===== config.mk =====
export PLATFORM = sky130hd
export DESIGN_NAME = instr_fetch_unit
export DESIGN_NICKNAME = d
export VERILOG_FILES = /design/src/rtl/misc_pkg.sv /design/src/rtl/fetch_queue.sv /design/src/rtl/instr_fetch_unit.sv
export SDC_FILE = /design/constraint.sdc
export NUM_CORES = 1
export LEC_CHECK = 0
export ABC_AREA = 1
export CORE_ASPECT_RATIO = 0.8
export CORE_MARGIN = 8
export CORE_UTILIZATION = 51
export CTS_CLUSTER_DIAMETER = 200
export DETAILED_ROUTE_END_ITERATION = 10
export PLACE_DENSITY_LB_ADDON = 0.25
export RECOVER_POWER = 25
export SKIP_LAST_GASP = 1
export SYNTH_ARGS = -nofsm -noshare
export SYNTH_HDL_FRONTEND = slang
export SYNTH_HIERARCHICAL = 1
export SYNTH_SLANG_ARGS = --single-unit

===== constraint.sdc =====
create_clock -name clk -period 2.8 [get_ports clk]
set_clock_uncertainty 0.15 [all_clocks]
set_input_delay 0.7 -clock clk [delete_from_list [all_inputs] [get_ports clk]]
set_output_delay 0.7 -clock clk [all_outputs]
set_load 0.1 [all_outputs]

===== src/rtl/misc_pkg.sv =====
// Shared definitions for the 8-bit core: instruction byte type and opcode encoding
// used by fetch, decode and their benches.
package misc_pkg;

  localparam int INSTR_W  = 8;
  localparam int OPCODE_W = 4;

  typedef logic [INSTR_W-1:0] instr_t;

  typedef enum logic [OPCODE_W-1:0] {
    OP_AND = 4'd0,
    OP_OR  = 4'd1,
    OP_ADD = 4'd2,
    OP_SUB = 4'd3,
    OP_NOP = 4'd4
  } opcode_e;

  function automatic opcode_e instr_opcode(instr_t i);
    return opcode_e'(i[INSTR_W-1 -: OPCODE_W]);
  endfunction

endpackage


===== src/rtl/fetch_queue.sv =====
// Small synchronous FIFO holding fetched {instruction, pc} entries; flush empties it
// in one cycle and takes priority over any same-cycle push or pop.
module fetch_queue
  import misc_pkg::*;
#(
  parameter int WIDTH = 16,
  parameter int DEPTH = 4,
  parameter int CNT_W = $clog2(DEPTH + 1)
) (
  input  logic             clk,
  input  logic             rst,
  input  logic             flush,
  input  logic             wr_en,
  input  logic [WIDTH-1:0] wr_data,
  input  logic             rd_en,
  output logic [WIDTH-1:0] rd_data,
  output logic [CNT_W-1:0] count
);

  localparam int PTR_W = $clog2(DEPTH);

  logic [WIDTH-1:0] mem [DEPTH];
  logic [PTR_W-1:0] rd_ptr;
  logic [PTR_W-1:0] wr_ptr;
  logic             do_wr;
  logic             do_rd;

  assign do_wr   = wr_en && (count != CNT_W'(DEPTH));
  assign do_rd   = rd_en && (count != '0);
  assign rd_data = mem[rd_ptr];

  always_ff @(posedge clk) begin
    if (rst || flush) begin
      rd_ptr <= '0;
      wr_ptr <= '0;
      count  <= '0;
    end else begin
      if (do_wr) wr_ptr <= wr_ptr + 1'b1;
      if (do_rd) rd_ptr <= rd_ptr + 1'b1;
      count <= count + CNT_W'(do_wr) - CNT_W'(do_rd);
    end
  end

  // Storage needs no reset: entries are only visible once count covers them.
  always_ff @(posedge clk) begin
    if (do_wr && !flush && !rst) mem[wr_ptr] <= wr_data;
  end

endmodule


===== src/rtl/instr_fetch_unit.sv =====
// Fetch stage: owns the PC, issues in-order instruction reads under a credit limit
// and buffers returned bytes for decode; a redirect restarts fetch down a new path.
module instr_fetch_unit
  import misc_pkg::*;
#(
  parameter int                ADDR_W   = 8,
  parameter int                DEPTH    = 4,
  parameter logic [ADDR_W-1:0] RESET_PC = '0
) (
  input  logic              clk,
  input  logic              rst,
  output logic              imem_req_valid,
  input  logic              imem_req_ready,
  output logic [ADDR_W-1:0] imem_req_addr,
  input  logic              imem_rsp_valid,
  input  logic [7:0]        imem_rsp_data,
  input  logic              redirect_valid,
  input  logic [ADDR_W-1:0] redirect_pc,
  output logic              instr_valid,
  input  logic              instr_ready,
  output instr_t            instr,
  output logic [ADDR_W-1:0] instr_pc
);

  localparam int CNT_W = $clog2(DEPTH + 1);
  localparam int ENT_W = INSTR_W + ADDR_W;

  logic [ADDR_W-1:0] pc;
  logic [ADDR_W-1:0] rsp_pc;
  logic [CNT_W-1:0]  outstanding;
  logic [CNT_W-1:0]  drop;
  logic [CNT_W-1:0]  q_count;
  logic [ENT_W-1:0]  q_rd_data;
  logic              req_fire;
  logic              rsp_accept;
  logic              rsp_keep;
  logic              deq;

  // In-flight plus buffered fetches never exceed DEPTH, so the queue cannot overflow.
  always_comb begin
    imem_req_valid = !rst && !redirect_valid &&
                     (({1'b0, outstanding} + {1'b0, q_count}) < (CNT_W + 1)'(DEPTH));
    imem_req_addr  = rst ? RESET_PC : pc;
    req_fire       = imem_req_valid && imem_req_ready;
    rsp_accept     = imem_rsp_valid && (outstanding != '0);
    rsp_keep       = rsp_accept && (drop == '0) && !redirect_valid;
    instr_valid    = !rst && (q_count != '0);
    deq            = instr_valid && instr_ready && !redirect_valid;
    instr          = instr_valid ? q_rd_data[ADDR_W +: INSTR_W] : '0;
    instr_pc       = instr_valid ? q_rd_data[ADDR_W-1:0] : '0;
  end

  // On redirect every request still in flight after this edge belongs to the old path.
  always_ff @(posedge clk) begin
    if (rst) begin
      pc          <= RESET_PC;
      rsp_pc      <= RESET_PC;
      outstanding <= '0;
      drop        <= '0;
    end else if (redirect_valid) begin
      pc          <= redirect_pc;
      rsp_pc      <= redirect_pc;
      outstanding <= outstanding - CNT_W'(rsp_accept);
      drop        <= outstanding - CNT_W'(rsp_accept);
    end else begin
      if (req_fire) pc <= pc + 1'b1;
      outstanding <= outstanding + CNT_W'(req_fire) - CNT_W'(rsp_accept);
      if (rsp_accept) begin
        if (drop != '0) drop <= drop - 1'b1;
        else            rsp_pc <= rsp_pc + 1'b1;
      end
    end
  end

  fetch_queue #(
    .WIDTH (ENT_W),
    .DEPTH (DEPTH),
    .CNT_W (CNT_W)
  ) u_queue (
    .clk     (clk),
    .rst     (rst),
    .flush   (redirect_valid),
    .wr_en   (rsp_keep),
    .wr_data ({imem_rsp_data, rsp_pc}),
    .rd_en   (deq),
    .rd_data (q_rd_data),
    .count   (q_count)
  );

endmodule


==> results.txt, run 1 <==
- Count of routing violations after the opening detailed-route iteration: 269
* Total Routing Usage GR: 18.0%
- The number of antenna violations at the first check in global routing is 0.
- Critical path's slowest cell: fa_2
- Setup repair after global routing missed its margin: yes
- Worst Setup End Kind: flip-flop
- The top cell types in the final layout, fill and taps aside, are 85 x nand2_1, 70 x nor2_1, 64 x inv_1, 64 x edfxtp_1, 34 x nand3_1.
- Total nets after synthesis: 547
- The finished layout holds 696 standard cells, fillers aside.
- Max Cap Viol: 0
- Clock slew seen by the registers of the worst setup and hold paths: 0.09 ns
- The initial utilization of the core area, before any placement, comes to 51.5%.
- Number of slew-limit violations in the final report: 0
- Buffers and inverters on the worst path: 3
- The final route contains 3681 vias.
- Post-route minimum period: 2.71 ns
- Setup violations remaining at the end of the flow were counted as 0.
- After detailed routing, the number of vias per cell comes to 5.29.
- Maximum ir drop on the vdd rail: 0.291 mV
- The detail route stage leaves a number of antenna-violating nets equal to 0.
* Most instantiated flip-flop cell in the synthesis netlist: edfxtp_1
* Syn avg cell area: 9.02 µm²
- Slew HR: 70.2%
* Later-pin clock latency in the skew report: 0.36 ns
- Crit-path cells: dlygate4sd2_1 > buf_4 > nor2_8 > nand2_4 > nor2_4 > nand2_4 > ha_4 > inv_1 > ha_2 > fa_2 > xnor2_2 > or2_4 > nand3_2 > a21oi_1
- The critical path is of the input pin to flip-flop type.
- After global routing the overflow that remains totals 0.
- Die X-Extent: 122 µm
- Pin count of the biggest net entering global routing: 33
- After synthesis, the cell types taking the most area are edfxtp_1 42%, dfxtp_1 14%, nor2_1 7.3%, nand2_1 7.0%, inv_1 5.4%.
* Remaining DRCs: 0
* Number of hold buffers added after cts: 0
- Counting along the longest clock path gives a buffer depth of 2.
- H-tree Lvls: 3
- Global-route wire length before repair: 17600 µm
* Top cell family by delay on the critical path: adder cells
- Path class of the lowest-slack min-delay path: flip-flop to flip-flop
- The area growth from synthesis to layout is 30.0%.
- Static timing analysis puts the maximum clock frequency at 369 MHz.
* Origin of the critical flop-to-flop path: u_queue/count[2]
* Fraction of layout cells with a size suffix above 1: 19.3%
- Once detailed placement completed, the half-perimeter wirelength came to 7540 µm.
- For this run, asynchronously set or reset flops after synthesis account for 0%.
- The path with the worst hold slack has its endpoint at drop[2].
- Placeable Area: 8880 µm²
* DIE HEIGHT: 101 µm
- Number of port buffers: 47
- Number of sinks on the clock net: 95
- For this run, the post-layout net count is 616.
- Seq/Total Area, Yosys: 55.6%
- Cell at the root of the clock tree: clkbuf_8
* Die Area: 12300 µm²
* Critical path data required time: 2.90 ns
- Worst r2r dst: u_queue/count[2]
- The first detailed-routing pass ran for 4 iterations.
- In this run the post-CTS setup repair buffer count came out at 0.
- The setup check on the worst reg-to-reg path leaves a slack of 0.15 ns.
- The Yosys step of the flow raised 6 warnings.
- The synthesized design contains 95 register bits.
* Antenna Diode Count: 0
- For the worst flop-to-flop path, the logic depth is 14.
* Final estimated routing congestion in global placement: 0.855
* Count of different cell masters after synthesis: 35
* Yosys top cell area share: 42.0%
- Cell accounting for the most synthesized area: edfxtp_1
- Cell count after synthesis: 507
- Cell area after synthesis: 4570 µm²
- Run status: finished, final reports clean
* Slew of the pin with the lowest slew margin: 0.445 ns
- The largest single stage delay on the critical path is 0.35 ns.
- In the final timing run, aggregate negative setup slack is 0 ns.
* Number of placed instances, taps included: 680
* Count of pins on the block boundary: 48
- The worst hold path begins at drop[2].
* Total of fill cells in the finished design: 650
- The hold violation total from the final report is 0.
- The via count of the first global-routing pass was 3704.
- TritonCTS built the clock tree.
- Power per unit of standard cell area: 533 nW/µm²
- The routed design has 10500 µm of wire.
* Crit path arrival time: 2.81 ns
* Crit path launch type: input pin
* Most frequent standard cell in the layout excluding fill and tap cells: nand2_1
* Cell repeated most along the worst path: nand2_4
- In the finished design, the share of the clock period the worst path needs comes to 96.8%.
* Wire per inst: 15.1 µm
- Counting the buffers created by CTS gives 9.
- Critical path fanouts, max: 3
- Lkg Pwr: 2.41 nW
- The synthesized design contains 64 enable-type register cells.
- Floorplan row count: 31
- Count of cells along the worst hold path: 2
[report_power, final]
part           switching (W)  total, W  internal, W  leakage (nW)
clock network       0.000470  0.000940     0.000470        0.0979
registers          0.0000559   0.00161      0.00155         0.836
logic               0.000364  0.000615     0.000252          1.47
[how the worst max path moves through the flow]
| stage | start | end | depth (start not counted) |
|---|---|---|---|
| floorplan | rst | u_queue/count[2] | 15 |
| finish | rst | outstanding[2] | 14 |
| detailed placement | rst | outstanding[2] | 14 |
| global placement | rst | outstanding[2] | 14 |
| CTS | flip-flop | instr[0] | 6 |
| global route | rst | u_queue/count[2] | 15 |
[logic make-up (layout without fill, tap and decap cells)]
| kind of cell | after synthesis | count (layout) | share of synthesized area [%] |
|---|---|---|---|
| AOI/OAI and AO/OA | 81 | 81 | 9.69 |
| buffers and inverters | 85 | 159 | 7.74 |
| DFF | 95 | 95 | 55.6 |
| adders and majority gates | 18 | 18 | 5.25 |
| xor gates and xnor gates | 3 | 3 | 0.575 |
| and+or+nand+nor | 225 | 225 | 21.1 |
[metal layers]
layer,routed length (µm),vias up,GRT usage [%]
li1,-,1815,-
met1,4870,1777,22.9
met2,5110,78,30.5
met3,470,11,3.64
met4,86,0,4.73
met5,0,-,0
[cells in the mapped netlist, types with 4 or more instances]
| cell | instances |
|---|---|
| o21ai_0 | 18 |
| a21oi_1 | 14 |
| buf_2 | 9 |
| o22ai_1 | 16 |
| nor2_1 | 89 |
| edfxtp_1 | 64 |
| o21ai_1 | 28 |
| nand2_1 | 85 |
| buf_4 | 4 |
| inv_1 | 66 |
| dfxtp_1 | 31 |
| ha_1 | 16 |
| nand3_1 | 35 |
[layout make-up]
type	instances	area [µm²]	share of cell area, %
Clock inverter	4	53.8	0.905
Multi-Input combinational cell	327	1790	30.1
Clock buffer	12	156	2.63
Timing Repair Buffer	74	983	16.5
Tap cell	115	144	2.42
Sequential cell	95	2540	42.8
Inverter	69	269	4.53
[sequential cells by signal, indices dropped and copies added, names as in the netlist, named ones only]
register        flops
u_queue/count       3
u_queue/rd_ptr      2
pc                  8
u_queue/wr_ptr      2
rsp_pc              8
drop                3
u_queue/mem        64
outstanding         3
[stage by stage]
stage	hold WS, ns	total power, W	instance area, µm²	util (%)	worst slack [ns]
3_5_place_dp	0.348	0.00225	5730	64.5	-0.545
4_1_cts	0.362	0.00317	5930	66.8	0.0415
2_1_floorplan	0.298	0.00204	4710	-	-0.545
6_report	0.365	0.00317	5940	66.9	0.0902
3_3_place_gp	0.315	0.00223	5730	64.5	-0.480
5_1_grt	0.401	0.00330	5940	66.9	-0.0368
[worst reg2reg max path: stages (launching register included)]
cell	delay (ns)
dfxtp_1	0.33
buf_4	0.16
o31ai_4	0.22
clkinvlp_4	0.13
nand2_1	0.09
nor2_2	0.04
a21boi_1	0.12
ha_1	0.28
inv_1	0.06
ha_1	0.13
inv_1	0.05
fa_2	0.34
or2_1	0.25
a21oi_1	0.15
nor2_1	0.06
[timing repair]
item                                    CTS  global route
endpoints found under the setup margin   19            12
cloned                                    0             0
pin swaps                                 0             1
resized for setup                         2             6
Power figures use the tool's default switching activity.
==> inputs of run 2 (changes only) <==
- CORE_UTILIZATION: 51 -> 57
- clock period: 2.8 -> 2.7 ns (I/O delays scaled with it)
==> run 2 against run 1 <==
Effect of this change: the flow now finishes with violations (setup timing); sequential power rose by 4%; critical path depth did not move; worst setup slack got worse by 0.11 ns; critical endpoint is now u_queue/count[2]; wire length rose by 6.3%; clock-buffer cell count fell by 1; power fell by 0.44%; die area fell by 9.0%; largest cell class unchanged; cell count rose by 0.57%; register-to-register slack got worse by 0.17 ns.
==> results.txt, run 2 (synthesis gave the netlist of run 1 again) <==
- Layout area overhead: 31.1%
- The initial utilization of the core area, before any placement, comes to 58.1%.
- DIE HEIGHT: 96.1 µm
* Footprint of the multi-input gates: 1850 µm²
- The worst setup path is captured at a flip-flop.
- Timing would allow up to 367 MHz.
- The worst setup path is of the flip-flop to flip-flop kind.
* Final Cell Area: 5990 µm²
* Top library cells by usage in the layout, fill and taps aside: 84 x nand2_1, 70 x nor2_1, 64 x inv_1, 64 x edfxtp_1, 36 x buf_4
* Hold Violations, Final: 0
* Number of sinks on the clock net: 95
- For the worst setup path, the data required time is 2.81 ns.
- Placed cell area: 5780 µm²
- Antenna violations before repair: 0
- Setup violations remaining at the end of the flow were counted as 5.
- Slew of the pin with the lowest slew margin: 0.411 ns
- Number of buffers on the longest clock path: 2
* H-tree Lvls: 3
- Sequential standard cell area: 2550 µm²
- Crit path launch type: flip-flop
- Hold timing on the final database bottoms out at a slack of 0.345 ns.
- Drt total wl: 11200 µm
- After floorplanning, the core was divided into 29 placement rows.
- The final count of pins violating max slew was 0.
- The run finished, with violations left.
* Number of hold buffers added after cts: 0
* Detailed-router iteration count before antenna repair: 7
* Pre-CTS WS: -0.663 ns
* Total congestion overflow: 0
* Most frequent standard cell in the layout excluding fill and tap cells: nand2_1
* Power per unit of standard cell area: 526 nW/µm²
* Clock slew seen by the registers of the worst setup and hold paths: 0.08 ns
- The number of clock buffers added by TritonCTS is 9.
- The clock reaches the later pin of the worst-skew pair after 0.36 ns.
- The die covers 11200 µm².
* Largest registers ranked by flip-flop count: u_queue/mem: 64 flops, pc: 8 flops, rsp_pc: 8 flops
- The first global-routing pass estimated 18300 µm of wire.
- Max Cap Viol: 0
- Count of nets after finishing: 627
- Post-detailed-placement half-perimeter wirelength: 8130 µm
* Count of pins on the block boundary: 48
* Reg2reg setup slack: -0.02 ns
- Setup repair after global routing could not meet its margin everywhere.
- Dividing the detail-routed wire length by the instance count gives 16.0 µm.
- Via count: 3823
- Final estimated routing congestion in global placement: 0.851
- The checks that failed: setup timing.
* Remaining DRCs: 0
- From left edge to right edge, the die measures 116 µm.
- Max reg flops: 64
- The detail route stage leaves a number of antenna-violating nets equal to 0.
* Path class of the lowest-slack min-delay path: flip-flop to flip-flop
- Post-route minimum period: 2.72 ns
* CTS tree: done
- The region available for standard cell placement spans 7870 µm².
* Number of port buffers: 47
* Lkg Pwr: 2.44 nW
- Ranked by flip-flop count, first place goes to u_queue/mem.
* Pin count of the biggest net entering global routing: 23
- Total of fill cells in the finished design: 508
- Once routing completed, OpenROAD measured the worst setup slack at -0.0235 ns.
* Maximum ir drop on the vdd rail: 0.326 mV
- Fraction of layout cells with a size suffix above 1: 21.6%
- Total Routing Usage GR: 21.3%
* Crit path arrival time: 2.83 ns
- Once layout is complete, the utilization of the core stands at 76.1%.
- Cell at the root of the clock tree: clkbuf_8
* Slew HR: 72.5%
* Via-to-Cell Ratio: 5.46
- The via count of the first global-routing pass is 3766.
- In the finished design, the share of the clock period the worst path needs comes to 101%.
- Antenna Diode Count: 0
* Critical path fanouts, max: 5
- Count of routing violations after the opening detailed-route iteration: 251
-- run 2: changes by cell type in the layout (fill, tap and decap cells not counted), moves of 2 or more --
cell     change
nor2_2       -8
nor2_4       +8
buf_4       +13
buf_12       -3
dfxtp_1      -2
-- run 2: layout make-up --
type | count | area share, %
flip-flops and latches | 95 | 42.6
repair buffers | 85 | 17.1
inverters | 69 | 4.51
well taps | 108 | 2.26
clock inverters | 5 | 0.585
clock buffers | 11 | 2.19
multi-input cells | 327 | 30.8
-- run 2: what timing repair did --
item	4_1_cts	5_1_grt
setup endpoints to repair	20	9
gates resized for setup	8	8
pin swaps	1	7
buffers inserted	2	1
-- run 2: final timing paths --
path                      from                end  cells after the start
max           u_queue/count[2]   u_queue/count[2]                     14
min          u_queue/rd_ptr[0]  u_queue/rd_ptr[0]                      2
max reg2reg   u_queue/count[2]   u_queue/count[2]                     14
min reg2reg  u_queue/rd_ptr[0]  u_queue/rd_ptr[0]                      2
-- run 2: per-layer routing --
| metal | up-vias | wire (µm) | global-route usage [%] |
|---|---|---|---|
| li1 | 1830 | - | - |
| met1 | 1834 | 4650 | 25.8 |
| met2 | 151 | 5780 | 37.1 |
| met3 | 8 | 691 | 4.83 |
| met4 | 0 | 83 | 7.32 |
| met5 | - | 0 | 0 |
-- run 2: metrics by stage --
stage / instances / total power [W] / TNS (ns)
2_1_floorplan: 507 / 0.00212 / -4.40
3_3_place_gp: 681 / 0.00231 / -5.53
3_5_place_dp: 681 / 0.00235 / -9.26
4_1_cts: 699 / 0.00316 / -0.0508
5_1_grt: 700 / 0.00330 / -0.778
6_report: 700 / 0.00315 / -0.0842
-- run 2: power by group --
part / total (W) / internal (W) / switching, W
registers: 0.00167 / 0.00161 / 0.0000629
clock network: 0.000809 / 0.000335 / 0.000474
logic: 0.000668 / 0.000272 / 0.000396
-- run 2: worst max-delay path: stages, from the launching register on --
cell,delay (ns)
dfxtp_2,0.34
buf_4,0.16
o31ai_4,0.27
clkinvlp_4,0.13
nand2_1,0.09
nor2_2,0.04
a21boi_1,0.13
ha_1,0.29
inv_1,0.07
ha_1,0.14
inv_1,0.05
fa_2,0.33
or2_1,0.24
a21oi_2,0.13
nor2_1,0.05
==> inputs of run 3 (changes only) <==
- CORE_MARGIN: 8 -> not set
==> run 3 against run 2 <==
Effect of this change: the flow now finishes without violations; clock power up 15%; global-route usage rose by 7.4 points; register-to-register slack better by 0.03 ns; non-clock buffer count fell by 6; sequential cell count unchanged; utilization increased by 3.8 points; clock-buffer cell count rose by 1; via count fell by 0.34%; cell count shrank 1.3%; combinational power grew 3.6%; wire length decreased by 0.70%.
==> results.txt, run 3 (synthesis gave the netlist of run 1 again) <==
* Run status: finished, final reports clean
* Placeable Area: 7570 µm²
- Later-pin clock latency in the skew report: 0.35 ns
- Crit path arrival time: 2.79 ns
- Largest registers ranked by flip-flop count: u_queue/mem: 64 flops, pc: 8 flops, rsp_pc: 8 flops
- The largest single stage delay on the critical path is 0.33 ns.
- Routability-driven placement finished with a final weighted congestion of 0.900.
- Layout area overhead: 32.2%
- Worst Setup End Kind: flip-flop
- The worst setup path is of the flip-flop to flip-flop kind.
- Max reg flops: 64
* Post-detailed-placement half-perimeter wirelength: 7900 µm
- Measured in cells, the most critical reg-to-reg path has a length of 14.
* Clock share of power: 28.3%
- Hold Violations, Final: 0
- Post-route minimum period: 2.69 ns
* Post-Route Setup TNS: 0 ns
- H-tree Lvls: 3
- Count of pins on the block boundary: 48
- Maximum clock rate: 372 MHz
* Antenna Diode Count: 0
- Number of port buffers: 47
* Top library cells by usage in the layout, fill and taps aside: 84 x nand2_1, 68 x nor2_1, 64 x inv_1, 64 x edfxtp_1, 33 x nand3_1
* Via-to-Cell Ratio: 5.51
- Cell at the root of the clock tree: clkbuf_8
- Net switching power: 0.000950 W
- Via count: 3810
* Slew HR: 71.4%
* Starting density of the core: 60.4%
- For this design, the sink count on the clock tree is 95.
- The first global-routing pass estimated 17600 µm of wire.
- The library cell used most frequently in the layout, excluding fill and tap cells, is nand2_1.
- Clock slew seen by the registers of the worst setup and hold paths: 0.08 ns
- Fraction of layout cells with a size suffix above 1: 21.2%
- Internal power comes to 0.00235 W.
- IR analysis of the VDD net gives a maximum drop of 0.365 mV.
- The floorplan step defined a die boundary enclosing 8390 µm².
* Critical path fanouts, max: 5
- The worst setup path is launched from a flip-flop.
* Path class of the lowest-slack min-delay path: flip-flop to flip-flop
- Global routing used 28.8% of the available tracks.
* Total congestion overflow: 0
- For this run, the post-layout net count is 621.
* Crit-path cells: buf_4 > o31ai_4 > clkinvlp_4 > nand2_1 > nor2_2 > a21boi_2 > ha_1 > inv_1 > ha_1 > inv_1 > fa_2 > or2_1 > a21oi_1 > nor2_1
- Count of routing violations after the opening detailed-route iteration: 352
- Critical path's slowest cell: dfxtp_1
* Drt total wl: 11100 µm
- The number of antenna violations at the first check in global routing was 0.
- In the final routed layout, each cell accounts on average for 16.1 µm.
- TritonCTS created 9 clock buffers.
* Total Power Consumption: 0.00330 W
- After clock tree synthesis, the setup repair step added 0 buffers.
* Lkg Pwr: 2.43 nW
* Combinational Power Share: 21.0%
- At the pin with the least slew margin, the transition time is 0.430 ns.
- Number of slew-limit violations in the final report: 0
* Critical path data required time: 2.80 ns
- In this run, flip-flops and latches consume 50.7% of the power.
- CTS tree: done
- Setup repair after global routing missed its margin: yes
- The die is 102 µm wide.
- Power per unit of standard cell area: 545 nW/µm²
- Antenna Nets Post-Route: 0
* Count of cells along the worst hold path: 2
* Pin count of the biggest net entering global routing: 20
- The finished layout holds 691 standard cells, fillers aside.
- The first detailed-routing pass ran for 5 iterations.
- Setup violations remaining at the end of the flow were counted as 0.
* Number of global-route vias before repair: 3608
* Remaining DRCs: 0
- Part of the cycle the worst path needs: 99.7%
* Number of placed instances, taps included: 675
- DIE HEIGHT: 82.1 µm
- Row generation in the floorplan step produced 28 rows.
- No sink is reached through more buffers than the 2 on the longest clock path.
- u_queue/mem holds more flip-flops than any other register.
- Net switching fraction of the power: 28.8%
* Max Cap Viol: 0
run 3: cell count changes in the layout (fill, tap and decap cells not counted), moves of 2 or more:
cell,before,now
nor2_1,70,68
nand3_2,1,3
clkinv_2,2,0
nor2_2,9,11
clkinv_4,2,0
inv_6,0,2
dfxtp_2,3,1
dfxtp_1,27,29
buf_12,27,31
buf_4,36,25
run 3: final timing paths:
check / from / slack, ns / endpoint
setup / recovery: u_queue/count[2] / 0.008 / u_queue/count[2]
hold / removal: u_queue/rd_ptr[0] / 0.37 / u_queue/rd_ptr[0]
setup reg to reg: u_queue/count[2] / 0.008 / u_queue/count[2]
hold reg to reg: u_queue/rd_ptr[0] / 0.37 / u_queue/rd_ptr[0]
run 3: layer usage:
metal  wire length (µm)  part of all wire [%]  track usage (%)  vias up
met5                  0                     0                0        -
met4                204                   1.8             10.4        0
met3                823                   7.4             6.06       24
met2               5250                    47             45.6      148
met1               4860                    44             39.5     1820
li1                   -                     -                -     1818
run 3: power groups by stage:
stage	combinational [W]	sequential [W]	clock [W]
global placement	0.000632	0.00170	0
floorplan	0.000434	0.00169	0
detailed placement	0.000676	0.00170	0
global route	0.000748	0.00168	0.00100
CTS	0.000679	0.00167	0.000948
finish	0.000692	0.00167	0.000932
run 3: what timing repair did:
action / CTS / global route
resized for setup: 6 / 13
setup endpoints to repair: 27 / 8
hold buffers: 0 / 0
pin swaps: 0 / 4
run 3: final cells by class:
| class | count | area (µm²) |
|---|---|---|
| Multi-Input combinational cell | 327 | 1860 |
| Inverter | 69 | 273 |
| Clock inverter | 4 | 52.6 |
| Sequential cell | 95 | 2550 |
| Clock buffer | 12 | 145 |
| Fill cell | 472 | 1520 |
| Timing Repair Buffer | 79 | 1030 |
| Tap cell | 105 | 131 |
run 3: stage by stage:
step	utilization (%)	instance area [µm²]	hold WS (ns)	setup slack, ns
2_1_floorplan	-	4750	0.298	-0.620
3_3_place_gp	76.7	5800	0.313	-0.536
3_5_place_dp	76.7	5800	0.346	-0.644
4_1_cts	79.3	6000	0.367	-0.0310
5_1_grt	79.9	6040	0.377	-0.105
6_report	79.9	6040	0.367	0.00834
run 3: critical path, delay by kind of cell, from the launching register on:
| family | cells | cell delay (ns) |
|---|---|---|
| adder cells (fa/ha/maj) | 3 | 0.74 |
| flip-flops | 1 | 0.33 |
| buffers and inverters | 4 | 0.40 |
| AO/OA/AOI/OAI | 3 | 0.54 |
| AND/OR/NAND/NOR | 4 | 0.44 |
